$ cat config.mk
export PLATFORM = sky130hd
export DESIGN_NAME = prog_ctr_flat
export DESIGN_NICKNAME = d
export VERILOG_FILES = /design/src/rtl/prog_ctr_if.sv /design/src/rtl/prog_ctr.sv /design/src/flat_wrapper.sv
export SDC_FILE = /design/constraint.sdc
export NUM_CORES = 1
export LEC_CHECK = 0
export ABC_AREA = 1
export BUFFER_PORTS_ARGS = -buffer_cell sky130_fd_sc_hd__buf_2
export CAP_MARGIN = 15
export CORE_MARGIN = 1
export CORE_UTILIZATION = 43
export DETAILED_ROUTE_END_ITERATION = 12
export PLACE_DENSITY = 0.65
export SLEW_MARGIN = 30
export SYNTH_ARGS = -nofsm -noshare
export SYNTH_HDL_FRONTEND = slang
export SYNTH_SLANG_ARGS = --single-unit
$ cat constraint.sdc
create_clock -name i_clk -period 5 [get_ports i_clk]
set_input_delay 0.25 -clock i_clk [delete_from_list [all_inputs] [get_ports i_clk]]
set_output_delay 0.25 -clock i_clk [all_outputs]
set_load 0.1 [all_outputs]
$ cat src/rtl/prog_ctr_if.sv
// rtl/prog_ctr_if.sv - decoder/ALU-side bundle for the program-counter stage.
interface prog_ctr_if #(
    parameter int PC_W  = 10,
    parameter int CNT_W = 16
);
    logic             start;
    logic [PC_W-1:0]  start_addr;
    logic             halt;
    logic             flag_we;
    logic             zero;
    logic             parity;
    logic             branch_en;
    logic             branch_cond;
    logic             abs_jump;
    logic [PC_W-1:0]  target;
    logic [7:0]       offset;
    logic [PC_W-1:0]  pc;
    logic             running;
    logic             done;
    logic             zero_flag;
    logic             parity_flag;
    logic [CNT_W-1:0] inst_count;

    modport master (
        output start, start_addr, halt, flag_we, zero, parity,
               branch_en, branch_cond, abs_jump, target, offset,
        input  pc, running, done, zero_flag, parity_flag, inst_count
    );

    modport slave (
        input  start, start_addr, halt, flag_we, zero, parity,
               branch_en, branch_cond, abs_jump, target, offset,
        output pc, running, done, zero_flag, parity_flag, inst_count
    );
endinterface

$ cat src/rtl/prog_ctr.sv
// rtl/prog_ctr.sv - PC sequencer with flag registers, bypassed branch resolution and retire counter.
module prog_ctr #(
    parameter int PC_W  = 10,
    parameter int CNT_W = 16
) (
    input  logic         i_clk,
    input  logic         i_rst,
    prog_ctr_if.slave    bus
);
    typedef enum logic [1:0] {
        S_IDLE = 2'd0,
        S_RUN  = 2'd1,
        S_DONE = 2'd2
    } state_t;

    state_t           r_state;
    logic [PC_W-1:0]  r_pc;
    logic [CNT_W-1:0] r_cnt;
    logic             r_zf;
    logic             r_pf;
    logic             r_running;
    logic             r_done;

    logic             w_z;
    logic             w_p;
    logic             w_taken;
    logic [PC_W-1:0]  w_off_ext;
    logic [PC_W-1:0]  w_next_pc;

    // Flags written this cycle are used directly so a compare and its branch can share one instruction.
    assign w_z       = bus.flag_we ? bus.zero   : r_zf;
    assign w_p       = bus.flag_we ? bus.parity : r_pf;
    assign w_taken   = bus.branch_en & (bus.branch_cond ? w_p : ~w_z);
    assign w_off_ext = PC_W'($signed(bus.offset));

    always_comb begin
        w_next_pc = r_pc + PC_W'(1);
        if (w_taken) begin
            if (bus.abs_jump) begin
                w_next_pc = bus.target;
            end else begin
                w_next_pc = r_pc + w_off_ext;
            end
        end
    end

    always_ff @(posedge i_clk or posedge i_rst) begin
        if (i_rst) begin
            r_state   <= S_IDLE;
            r_pc      <= '0;
            r_cnt     <= '0;
            r_zf      <= 1'b0;
            r_pf      <= 1'b0;
            r_running <= 1'b0;
            r_done    <= 1'b0;
        end else begin
            case (r_state)
                S_RUN: begin
                    if (r_cnt != {CNT_W{1'b1}}) begin
                        r_cnt <= r_cnt + CNT_W'(1);
                    end
                    if (bus.flag_we) begin
                        r_zf <= bus.zero;
                        r_pf <= bus.parity;
                    end
                    if (bus.halt) begin
                        r_state   <= S_DONE;
                        r_running <= 1'b0;
                        r_done    <= 1'b1;
                    end else begin
                        r_pc <= w_next_pc;
                    end
                end
                S_IDLE, S_DONE: begin
                    if (bus.start) begin
                        r_state   <= S_RUN;
                        r_pc      <= bus.start_addr;
                        r_cnt     <= '0;
                        r_zf      <= 1'b0;
                        r_pf      <= 1'b0;
                        r_running <= 1'b1;
                        r_done    <= 1'b0;
                    end
                end
                default: begin
                    r_state   <= S_IDLE;
                    r_running <= 1'b0;
                    r_done    <= 1'b0;
                end
            endcase
        end
    end

    assign bus.pc          = r_pc;
    assign bus.running     = r_running;
    assign bus.done        = r_done;
    assign bus.zero_flag   = r_zf;
    assign bus.parity_flag = r_pf;
    assign bus.inst_count  = r_cnt;
endmodule

$ cat src/flat_wrapper.sv
// flat-port wrapper written by rule: the top's interface ports become plain ports
module prog_ctr_flat 
#(
    parameter int PC_W  = 10,
    parameter int CNT_W = 16
)
  (i_clk, i_rst, bus_start, bus_start_addr, bus_halt, bus_flag_we, bus_zero, bus_parity, bus_branch_en, bus_branch_cond, bus_abs_jump, bus_target, bus_offset, bus_pc, bus_running, bus_done, bus_zero_flag, bus_parity_flag, bus_inst_count);
  prog_ctr_if #(.PC_W(PC_W), .CNT_W(CNT_W)) bus_i ();
  input  logic i_clk;
  input  logic i_rst;
  input wire logic [$bits(bus_i.start)-1:0] bus_start;
  input wire logic [$bits(bus_i.start_addr)-1:0] bus_start_addr;
  input wire logic [$bits(bus_i.halt)-1:0] bus_halt;
  input wire logic [$bits(bus_i.flag_we)-1:0] bus_flag_we;
  input wire logic [$bits(bus_i.zero)-1:0] bus_zero;
  input wire logic [$bits(bus_i.parity)-1:0] bus_parity;
  input wire logic [$bits(bus_i.branch_en)-1:0] bus_branch_en;
  input wire logic [$bits(bus_i.branch_cond)-1:0] bus_branch_cond;
  input wire logic [$bits(bus_i.abs_jump)-1:0] bus_abs_jump;
  input wire logic [$bits(bus_i.target)-1:0] bus_target;
  input wire logic [$bits(bus_i.offset)-1:0] bus_offset;
  output wire logic [$bits(bus_i.pc)-1:0] bus_pc;
  output wire logic [$bits(bus_i.running)-1:0] bus_running;
  output wire logic [$bits(bus_i.done)-1:0] bus_done;
  output wire logic [$bits(bus_i.zero_flag)-1:0] bus_zero_flag;
  output wire logic [$bits(bus_i.parity_flag)-1:0] bus_parity_flag;
  output wire logic [$bits(bus_i.inst_count)-1:0] bus_inst_count;
  assign bus_i.start = bus_start;
  assign bus_i.start_addr = bus_start_addr;
  assign bus_i.halt = bus_halt;
  assign bus_i.flag_we = bus_flag_we;
  assign bus_i.zero = bus_zero;
  assign bus_i.parity = bus_parity;
  assign bus_i.branch_en = bus_branch_en;
  assign bus_i.branch_cond = bus_branch_cond;
  assign bus_i.abs_jump = bus_abs_jump;
  assign bus_i.target = bus_target;
  assign bus_i.offset = bus_offset;
  assign bus_pc = bus_i.pc;
  assign bus_running = bus_i.running;
  assign bus_done = bus_i.done;
  assign bus_zero_flag = bus_i.zero_flag;
  assign bus_parity_flag = bus_i.parity_flag;
  assign bus_inst_count = bus_i.inst_count;
  prog_ctr #(.PC_W(PC_W), .CNT_W(CNT_W)) u_core (.i_clk(i_clk), .i_rst(i_rst), .bus(bus_i));
endmodule
==> impl_metrics.py, run 1 <==
metrics = {
    "sta": {
        "rsz0062_at_grt": "no",
        "tns_ns": 0,
        "final_period_minus_worst_setup_slack_ns": 2.10,
        "period_share": 0.420,
        "drv_slew": 0,
        "timing.final.ws_setup_ns": 2.90,
        "worst_pin_slew_ns": 0.775,
        "skew_ns": 0.00643,
        "setup_viol": 0,
        "max_freq_mhz": 476,
        "hold_viol": 0,
        "max_slew_margin": 0.482,
    },
    "power": {
        "p_leak_uw": 0.00161,
        "ir_worst_vdd_v": 0.000344,
        "p_total_uw": 1860,
        "power_density_nw_per_um2": 608,
    },
    "route": {
        "vias_per_cell": 5.23,
        "drc": 0,
        "avgRoutedWirePerCell_um": 13.3,
        "first_iter_violations": 160,
        "via_count": 2736,
        "antenna_left": 0,
        "drt_pass1_iterations": 5,
        "routed_wl_mm": 6.94,
    },
    "logic_synthesis": {
        "postSynth.asyncResetShare": 1.00,
        "syn_nets": 435,
        "synth_cell_types": 37,
        "synth_flop_cell": "dfrtp_1",
        "ys_warn_count": 0,
        "synth_edf_count": 0,
        "synth_area_leader_cell": "dfrtp_1",
        "synth_seq_cells": 31,
        "synthTopCellsByArea": "dfrtp_1 30%, nand2_1 16%, nor2_1 6.9%, nand3_1 6.0%, inv_1 5.8%",
        "yosysSeqAreaShare": 0.299,
        "synthCells": 385,
        "synth_area_um2": 2600,
        "syn_avg_cell_area_um2": 6.75,
        "yosysTopAreaCellShare": 0.299,
    },
    "clock_tree": {
        "cts-root-buf": "clkbuf_8",
        "cts_resized": 0,
        "clk_pin_slew_worst_paths_ns": 0.07,
        "cts_sinks": 31,
        "worstSkewPairLatency_ns": 0.29,
        "hold_buffers": 0,
        "cts.htree.levels": 2,
        "cts_buffers": 5,
        "cts_buffer_depth": 2,
        "cts_setup_buffers": 0,
        "cts_tree": "yes",
    },
    "final_layout": {
        "area_growth_pct": 17.8,
        "antenna_cells": 0,
        "stdcell_area_um2": 3060,
        "nets": 501,
        "drive_gt1_frac": 0.213,
        "fill_cells": 583,
        "final_cell_mix": "108 x nand2_1, 67 x buf_2, 48 x nor2_1, 40 x inv_1",
        "final_common_cell": "nand2_1",
    },
    "worst_setup_path": {
        "critical_path.startpoint_type": "flip-flop",
        "critPathArrivalTime_ns": 2.28,
        "crit_path_end_kind": "flip-flop",
        "required_ns": 5.18,
        "worst-path-max-fanout": 17,
        "path_class": "reg -> reg",
    },
    "global_routing": {
        "antenna_found_initial": 0,
        "grt_max_degree": 32,
        "grt_pass1_wl_mm": 11.6,
        "grt_usage": 0.236,
        "grt_pass1_vias": 2555,
        "grt-ovfl-total": 0,
    },
    "placement": {
        "place_congestion": 0.912,
        "io_buffers": 67,
        "pre_cts_slack_ns": 2.92,
        "dp_hpwl_mm": 5.30,
        "dpl_cell_area_um2": 2970,
    },
    "die": {
        "num_io_pins": 68,
        "fp-row-count": 27,
        "dieHeight_um": 79.7,
        "fp.coreArea_um2": 5680,
        "dieArea_um2": 6360,
        "initial_core_util": 0.458,
        "die_width_um": 79.7,
    },
    "min_path": {
        "hold_class": "in -> async",
    },
    "run": {
        "cap_violations": 0,
    },
    "run_status": {
        "status": "finished clean",
    },
}
[cell families after synthesis]
kind of cell / count (synthesis) / synth area share
AND/OR/NAND/NOR: 218 / 0.369
buffers and inverters: 53 / 0.0881
AO/OA/AOI/OAI: 52 / 0.118
flip-flops: 31 / 0.299
XOR/XNOR: 16 / 0.0540
adder cells (fa/ha/maj): 12 / 0.0607
multiplexers: 3 / 0.0116
[cells in the mapped netlist (2+ instances only)]
master    count
nand2_1     108
nor2_1       48
inv_1        40
dfrtp_1      31
nand3_1      31
a21oi_1      18
o21ai_0      18
xor2_1       14
ha_1         11
nor3_1       10
nand4_1       8
o21ai_2       6
clkbuf_1      4
o31ai_1       4
buf_6         3
mux2i_1       3
a22oi_1       2
buf_2         2
inv_2         2
inv_4         2
nand2_4       2
or2_2         2
xnor2_1       2
[critical path, cell delays in order (launching register included)]
cell	delay [ns]
dfrtp_1	0.48
ha_1	0.27
nand2_1	0.10
nor2_2	0.15
and2_2	0.21
nand3_2	0.10
nand2_2	0.15
nand2_4	0.17
inv_2	0.20
nand2_1	0.08
o31ai_1	0.08
[state kept, by name, indices dropped and copies added (netlist names)]
register,cells
u_core.bus.parity_flag,1
u_core.bus.running,1
u_core.bus.pc,10
u_core.bus.zero_flag,1
u_core.r_state,1
u_core.bus.done,1
u_core.bus.inst_count,16
[layer usage]
layer,part of all wire,wire [µm],global-route usage,vias up
met5,0,0,0,-
met4,0.016,108,0.0855,0
met3,0.051,357,0.0331,9
met2,0.45,3100,0.374,92
met1,0.49,3370,0.326,1251
li1,-,-,-,1384
[power by group]
part,total (µW),switching [µW],internal (µW),leakage (µW)
Clock,203,95.5,108,0.0000470
Combinational,1220,922,294,0.00116
Sequential,439,122,317,0.000404
[area by class of cell]
type	instances	area [µm²]	share of cell area
multi-input combinational	301	1590	0.521
sequential	31	776	0.254
timing repair buffer	68	343	0.112
inverter	44	170	0.0556
tap	72	90.1	0.0294
clock buffer	6	82.6	0.0270
clock inverter	1	5.00	0.00164
[final timing paths]
| kind | start | to | slack, ns | depth (start not counted) |
|---|---|---|---|---|
| worst max register to register | u_core.bus.inst_count[0] | u_core.bus.inst_count[4] | 2.90 | 10 |
| min in group i_clk | bus_halt | u_core.r_state[0] | 0.27 | 3 |
| worst min register to register | u_core.bus.running | u_core.bus.running | 0.49 | 2 |
| max in group asynchronous | i_rst | u_core.bus.inst_count[1] | 4.67 | 3 |
| worst min-delay path | i_rst | u_core.bus.parity_flag | 0.03 | 3 |
| worst max-delay path | u_core.bus.inst_count[0] | u_core.bus.inst_count[4] | 2.90 | 10 |
[per-stage QoR]
stage,std cells,util,hold slack (ns)
after global placement,516,0.524,0.355
final,523,0.539,0.0342
after CTS,523,0.539,0.0477
after global routing,523,0.539,0.104
after detailed placement,516,0.524,0.356
after floorplan,385,-,0.354
Note: power is estimated with default switching activity, not from simulation.
==> run 2: changes to the inputs <==
PLACE_DENSITY = 0.68   (was 0.65)
clock period = 1.85 ns   (was 5 ns; I/O delays follow)
==> impl_metrics.py, run 2 (same netlist as run 1, synthesis figures left out) <==
metrics = {
    "sta": {
        "drv_slew": 0,
        "rsz0062_at_grt": "yes",
        "max_slew_margin": 0.671,
        "hold_viol": 0,
        "final_period_minus_worst_setup_slack_ns": 1.77,
        "period_share": 0.958,
        "setup_viol": 0,
        "max_freq_mhz": 564,
        "tns_ns": 0,
        "skew_ns": 0.00445,
        "worst_pin_slew_ns": 0.497,
        "timing.final.ws_setup_ns": 0.0778,
    },
    "die": {
        "num_io_pins": 68,
        "die_width_um": 79.7,
        "fp.coreArea_um2": 5680,
        "fp-row-count": 27,
        "dieArea_um2": 6360,
        "initial_core_util": 0.458,
        "dieHeight_um": 79.7,
    },
    "global_routing": {
        "grt_max_degree": 32,
        "grt_usage": 0.245,
        "antenna_found_initial": 0,
        "grt_pass1_vias": 2540,
        "grt-ovfl-total": 0,
        "grt_pass1_wl_mm": 11.8,
    },
    "worst_setup_path": {
        "rr_worst_depth": 9,
        "required_ns": 2.03,
        "crit_path_end_kind": "flip-flop",
        "worst-path-max-fanout": 3,
        "path_class": "reg -> reg",
        "critical_path.startpoint_type": "flip-flop",
        "critPathArrivalTime_ns": 1.95,
    },
    "min_path": {
        "whs_path_depth": 3,
        "hold_class": "in -> reg",
    },
    "route": {
        "antenna_left": 0,
        "vias_per_cell": 5.19,
        "routed_wl_mm": 7.41,
        "via_count": 2823,
        "drc": 0,
        "first_iter_violations": 202,
        "drt_pass1_iterations": 5,
        "avgRoutedWirePerCell_um": 13.6,
    },
    "power": {
        "p_leak_uw": 0.00168,
        "power_density_nw_per_um2": 1660,
        "clkPwrFrac": 0.094,
        "seq_power_share": 0.200,
        "switchingPower_uw": 3330,
        "ir_worst_vdd_v": 0.00111,
        "switching_share": 0.585,
        "p_int_uw": 2360,
        "combPwrFrac": 0.707,
    },
    "final_layout": {
        "stdcell_area_um2": 3420,
        "fill_cells": 541,
        "drive_gt1_frac": 0.352,
        "antenna_cells": 0,
        "nets": 521,
        "final_cell_mix": "100 x nand2_1, 67 x buf_2, 47 x nor2_1, 40 x inv_1, 27 x nand3_1",
        "largest_reg_flops": 16,
        "final_common_cell": "nand2_1",
        "multi_input_area_um2": 1750,
        "stdcell_count": 544,
        "final-seq-area_um2": 825,
        "area_growth_pct": 31.6,
    },
    "clock_tree": {
        "cts.htree.levels": 2,
        "cts_buffers": 5,
        "cts_buffer_depth": 2,
        "worstSkewPairLatency_ns": 0.29,
        "clk_pin_slew_worst_paths_ns": 0.07,
        "cts-root-buf": "clkbuf_8",
        "cts_sinks": 31,
        "cts_tree": "yes",
    },
    "run": {
        "cap_violations": 0,
    },
    "placement": {
        "pre_cts_slack_ns": 0.0612,
        "dp_hpwl_mm": 5.54,
        "place_congestion": 0.855,
        "dpl_cell_area_um2": 3210,
        "io_buffers": 67,
        "place_inst": 531,
    },
    "run_status": {
        "status": "finished clean",
    },
}
[run 2: changes by cell type in the layout (fill, tap and decap cells not counted), moves of 3 or more]
cell / change
ha_1: -8
buf_4: +18
dfrtp_1: -27
nand2_2: +7
dfrtp_4: +6
nand3_1: -4
o21ai_0: -3
dfrtp_2: +21
nand2_1: -8
nand3_2: +4
ha_4: +6
o21ai_1: +3
[run 2: final timing paths]
path | start | end | slack [ns]
max in group asynchronous | i_rst | u_core.bus.inst_count[1] | 1.08
worst max-delay path | u_core.bus.pc[0] | u_core.bus.pc[4] | 0.08
worst min register to register | u_core.bus.running | u_core.bus.running | 0.48
min in group asynchronous | i_rst | u_core.bus.pc[1] | 0.43
worst max register to register | u_core.bus.pc[0] | u_core.bus.pc[4] | 0.08
worst min-delay path | bus_parity | u_core.bus.parity_flag | 0.1
[run 2: stage by stage]
step | hold WS (ns) | util | total power [µW]
floorplan | 0.195 | - | 4040
global placement | 0.206 | 0.566 | 4820
detailed placement | 0.207 | 0.566 | 4850
CTS | 0.0972 | 0.582 | 5390
global route | 0.118 | 0.603 | 6070
finish | 0.0984 | 0.603 | 5680
[run 2: worst max-delay path, stage by stage, from the launching register on]
cell and delay (ns):
dfrtp_4 0.49, ha_4 0.17, fa_2 0.37, nand3_2 0.08, nand2_2 0.06, xor2_1 0.14
o21ai_1 0.15, nand3_1 0.09, nand2_1 0.06, nand2_1 0.04
[run 2: power by group through the flow]
stage                     clock [µW]  combinational (µW)  sequential, µW
after floorplan                    0                1610            2430
after global routing             571                4350            1150
after detailed placement           0                3720            1130
after CTS                        542                3730            1120
after global placement             0                3700            1120
final                            533                4010            1130
[run 2: area by class of cell]
type / count / share of cell area
clock inverters: 1 / 0.00146
inverters: 44 / 0.0512
flip-flops and latches: 31 / 0.241
multi-input cells: 301 / 0.512
well taps: 72 / 0.0263
clock buffers: 7 / 0.0223
repair buffers: 88 / 0.146
[run 2: repair_timing]
action                     CTS  global route
hold endpoints to repair    31             0
gates resized for setup      0            20
buffers inserted             0             4
hold buffers                 1             0
setup endpoints to repair    0            12
[run 2: per-layer routing]
metal  up-vias  share of wire  global-route usage
met4         0          0.011              0.0655
met2       119           0.44               0.379
li1       1426              -                   -
met1      1270           0.48               0.351
met3         8          0.062              0.0366
met5         -              0                   0
==> run 3: changes to the inputs <==
--- a/config.mk
+++ b/config.mk
@@ -10,6 +10,8 @@
 export CAP_MARGIN = 15
+export CELL_PAD_IN_SITES_DETAIL_PLACEMENT = 0
+export CELL_PAD_IN_SITES_GLOBAL_PLACEMENT = 1
 export CORE_MARGIN = 1
-export CORE_UTILIZATION = 43
+export CORE_UTILIZATION = 34
 export DETAILED_ROUTE_END_ITERATION = 12
-export PLACE_DENSITY = 0.68
+export PLACE_DENSITY = 0.76
 export SLEW_MARGIN = 30
--- a/constraint.sdc
+++ b/constraint.sdc
@@ -3,2 +3,2 @@
 set_output_delay 0.0925 -clock i_clk [all_outputs]
-set_load 0.1 [all_outputs]
+set_load 0.01 [all_outputs]
==> impl_metrics.py, run 3 (same netlist as run 1, synthesis figures left out) <==
metrics = {
    "route": {
        "avgRoutedWirePerCell_um": 12.8,
        "first_iter_violations": 124,
        "vias_per_cell": 4.77,
        "antenna_left": 0,
        "via_count": 2748,
        "drt_pass1_iterations": 4,
        "routed_wl_mm": 7.35,
        "drc": 0,
    },
    "die": {
        "dieHeight_um": 89.4,
        "fp.coreArea_um2": 7330,
        "dieArea_um2": 7990,
        "die_width_um": 89.4,
        "initial_core_util": 0.354,
        "fp-row-count": 31,
        "num_io_pins": 68,
    },
    "placement": {
        "place_inst": 566,
        "io_buffers": 67,
        "place_congestion": 0.875,
        "dp_hpwl_mm": 5.78,
        "dpl_cell_area_um2": 3190,
    },
    "worst_setup_path": {
        "required_ns": 2.02,
        "rr_worst_depth": 14,
        "r2r_slack_ns": 0.13,
        "path_class": "reg -> reg",
        "rr_endpoint": "u_core.bus.pc[9]",
        "r2r-start": "u_core.bus.pc[2]",
        "worst-path-max-fanout": 5,
        "critPathArrivalTime_ns": 1.90,
        "crit_path_end_kind": "flip-flop",
        "critical_path.startpoint_type": "flip-flop",
    },
    "min_path": {
        "whs_path_depth": 3,
        "hold_end": "u_core.r_state[0]",
        "hold_class": "in -> reg",
        "min_from": "bus_halt",
    },
    "final_layout": {
        "area_growth_pct": 30.7,
        "nets": 526,
        "antenna_cells": 0,
        "utilization": 0.463,
        "stdcell_area_um2": 3390,
        "stdcell_count": 576,
        "largest_reg_flops": 16,
        "drive_gt1_frac": 0.277,
        "final_common_cell": "nand2_1",
        "final_cell_mix": "105 x nand2_1, 67 x buf_2, 48 x nor2_1, 40 x inv_1, 31 x dfrtp_1",
    },
    "clock_tree": {
        "clk_pin_slew_worst_paths_ns": 0.07,
        "cts_buffers": 5,
        "cts_sinks": 31,
        "cts_buffer_depth": 2,
        "worstSkewPairLatency_ns": 0.28,
        "cts_tree": "yes",
        "cts.htree.levels": 2,
        "cts-root-buf": "clkbuf_8",
    },
    "power": {
        "p_leak_uw": 0.00175,
        "ir_worst_vdd_v": 0.000669,
        "power_density_nw_per_um2": 1250,
    },
    "sta": {
        "final_period_minus_worst_setup_slack_ns": 1.72,
        "period_share": 0.931,
        "rsz0062_at_grt": "yes",
        "worst_pin_slew_ns": 0.422,
        "setup_viol": 0,
        "max_freq_mhz": 580,
        "hold_viol": 0,
        "timing.hold.ws_ns": 0.106,
        "drv_slew": 0,
        "skew_ns": 0.00605,
        "tns_ns": 0,
        "max_slew_margin": 0.718,
    },
    "global_routing": {
        "grt_pass1_wl_mm": 12.1,
        "grt-ovfl-total": 0,
        "grt_max_degree": 32,
        "grt_usage": 0.198,
        "grt_pass1_vias": 2542,
        "antenna_found_initial": 0,
    },
    "run": {
        "cap_violations": 0,
    },
    "run_status": {
        "status": "finished clean",
    },
}
[run 3: cell types whose count changed in the layout (fill, tap and decap cells not counted), sizes merged]
cell    previous run  this run
buf               87        92
clkbuf             7         8
clkinv             1         0
[run 3: what timing repair did]
| item | in CTS | in global routing |
|---|---|---|
| pin swaps | 0 | 4 |
| gates resized for setup | 1 | 16 |
| endpoints found under the hold margin | 31 | 0 |
| cloned | 0 | 0 |
| hold buffers | 1 | 0 |
| setup endpoints to repair | 1 | 14 |
| setup buffers | 0 | 1 |
[run 3: layer usage]
metal | share of wire | vias up | routed length (µm) | track usage
met3 | 0.057 | 8 | 419 | 0.0268
met1 | 0.48 | 1222 | 3520 | 0.275
met5 | 0 | - | 0 | 0
met2 | 0.45 | 80 | 3340 | 0.325
met4 | 0.0098 | 0 | 72 | 0.0462
li1 | - | 1438 | - | -
[run 3: cell type report]
class / instances / area, µm²
Clock buffer: 8 / 100
Fill cell: 760 / 3940
Inverter: 44 / 175
Multi-Input combinational cell: 301 / 1670
Sequential cell: 31 / 776
Tap cell: 99 / 124
Timing Repair Buffer: 93 / 546
[run 3: critical path, stage by stage, from the launching register on]
cell and delay [ns]:
dfrtp_1 0.41, ha_1 0.31, buf_4 0.16, nand2_1 0.06, nand2_1 0.04, nand2_1 0.05
nand2_1 0.05, nand2_1 0.10, nand3_1 0.07, nand2_1 0.06, nand3_1 0.06, nand2_1 0.10
nand2_1 0.05, nand2_1 0.05, nand2_1 0.04
[run 3: metrics by stage]
| stage | worst slack (ns) | power (µW) |
|---|---|---|
| 3_3_place_gp | 0.0856 | 3480 |
| 2_1_floorplan | 0.0138 | 2690 |
| 3_5_place_dp | -0.00924 | 3500 |
| 4_1_cts | 0.0301 | 4130 |
| 6_report | 0.127 | 4230 |
| 5_1_grt | -0.0284 | 4680 |
[run 3: power by group]
part	internal (µW)	total (µW)	switching, µW
Combinational	1070	2580	1510
Clock	340	598	258
Sequential	859	1050	195
Total	2270	4230	1960
[run 3: how the worst max path moves through the flow]
stage,start,end,slack [ns]
global placement,u_core.bus.pc[0],u_core.bus.pc[2],0.09
floorplan,u_core.bus.pc[0],u_core.bus.pc[4],0.01
CTS,u_core.bus.pc[0],u_core.bus.pc[2],0.03
global route,u_core.bus.pc[0],u_core.bus.pc[4],-0.03
finish,u_core.bus.pc[2],u_core.bus.pc[9],0.13
detailed placement,u_core.bus.pc[0],u_core.bus.pc[4],-0.009
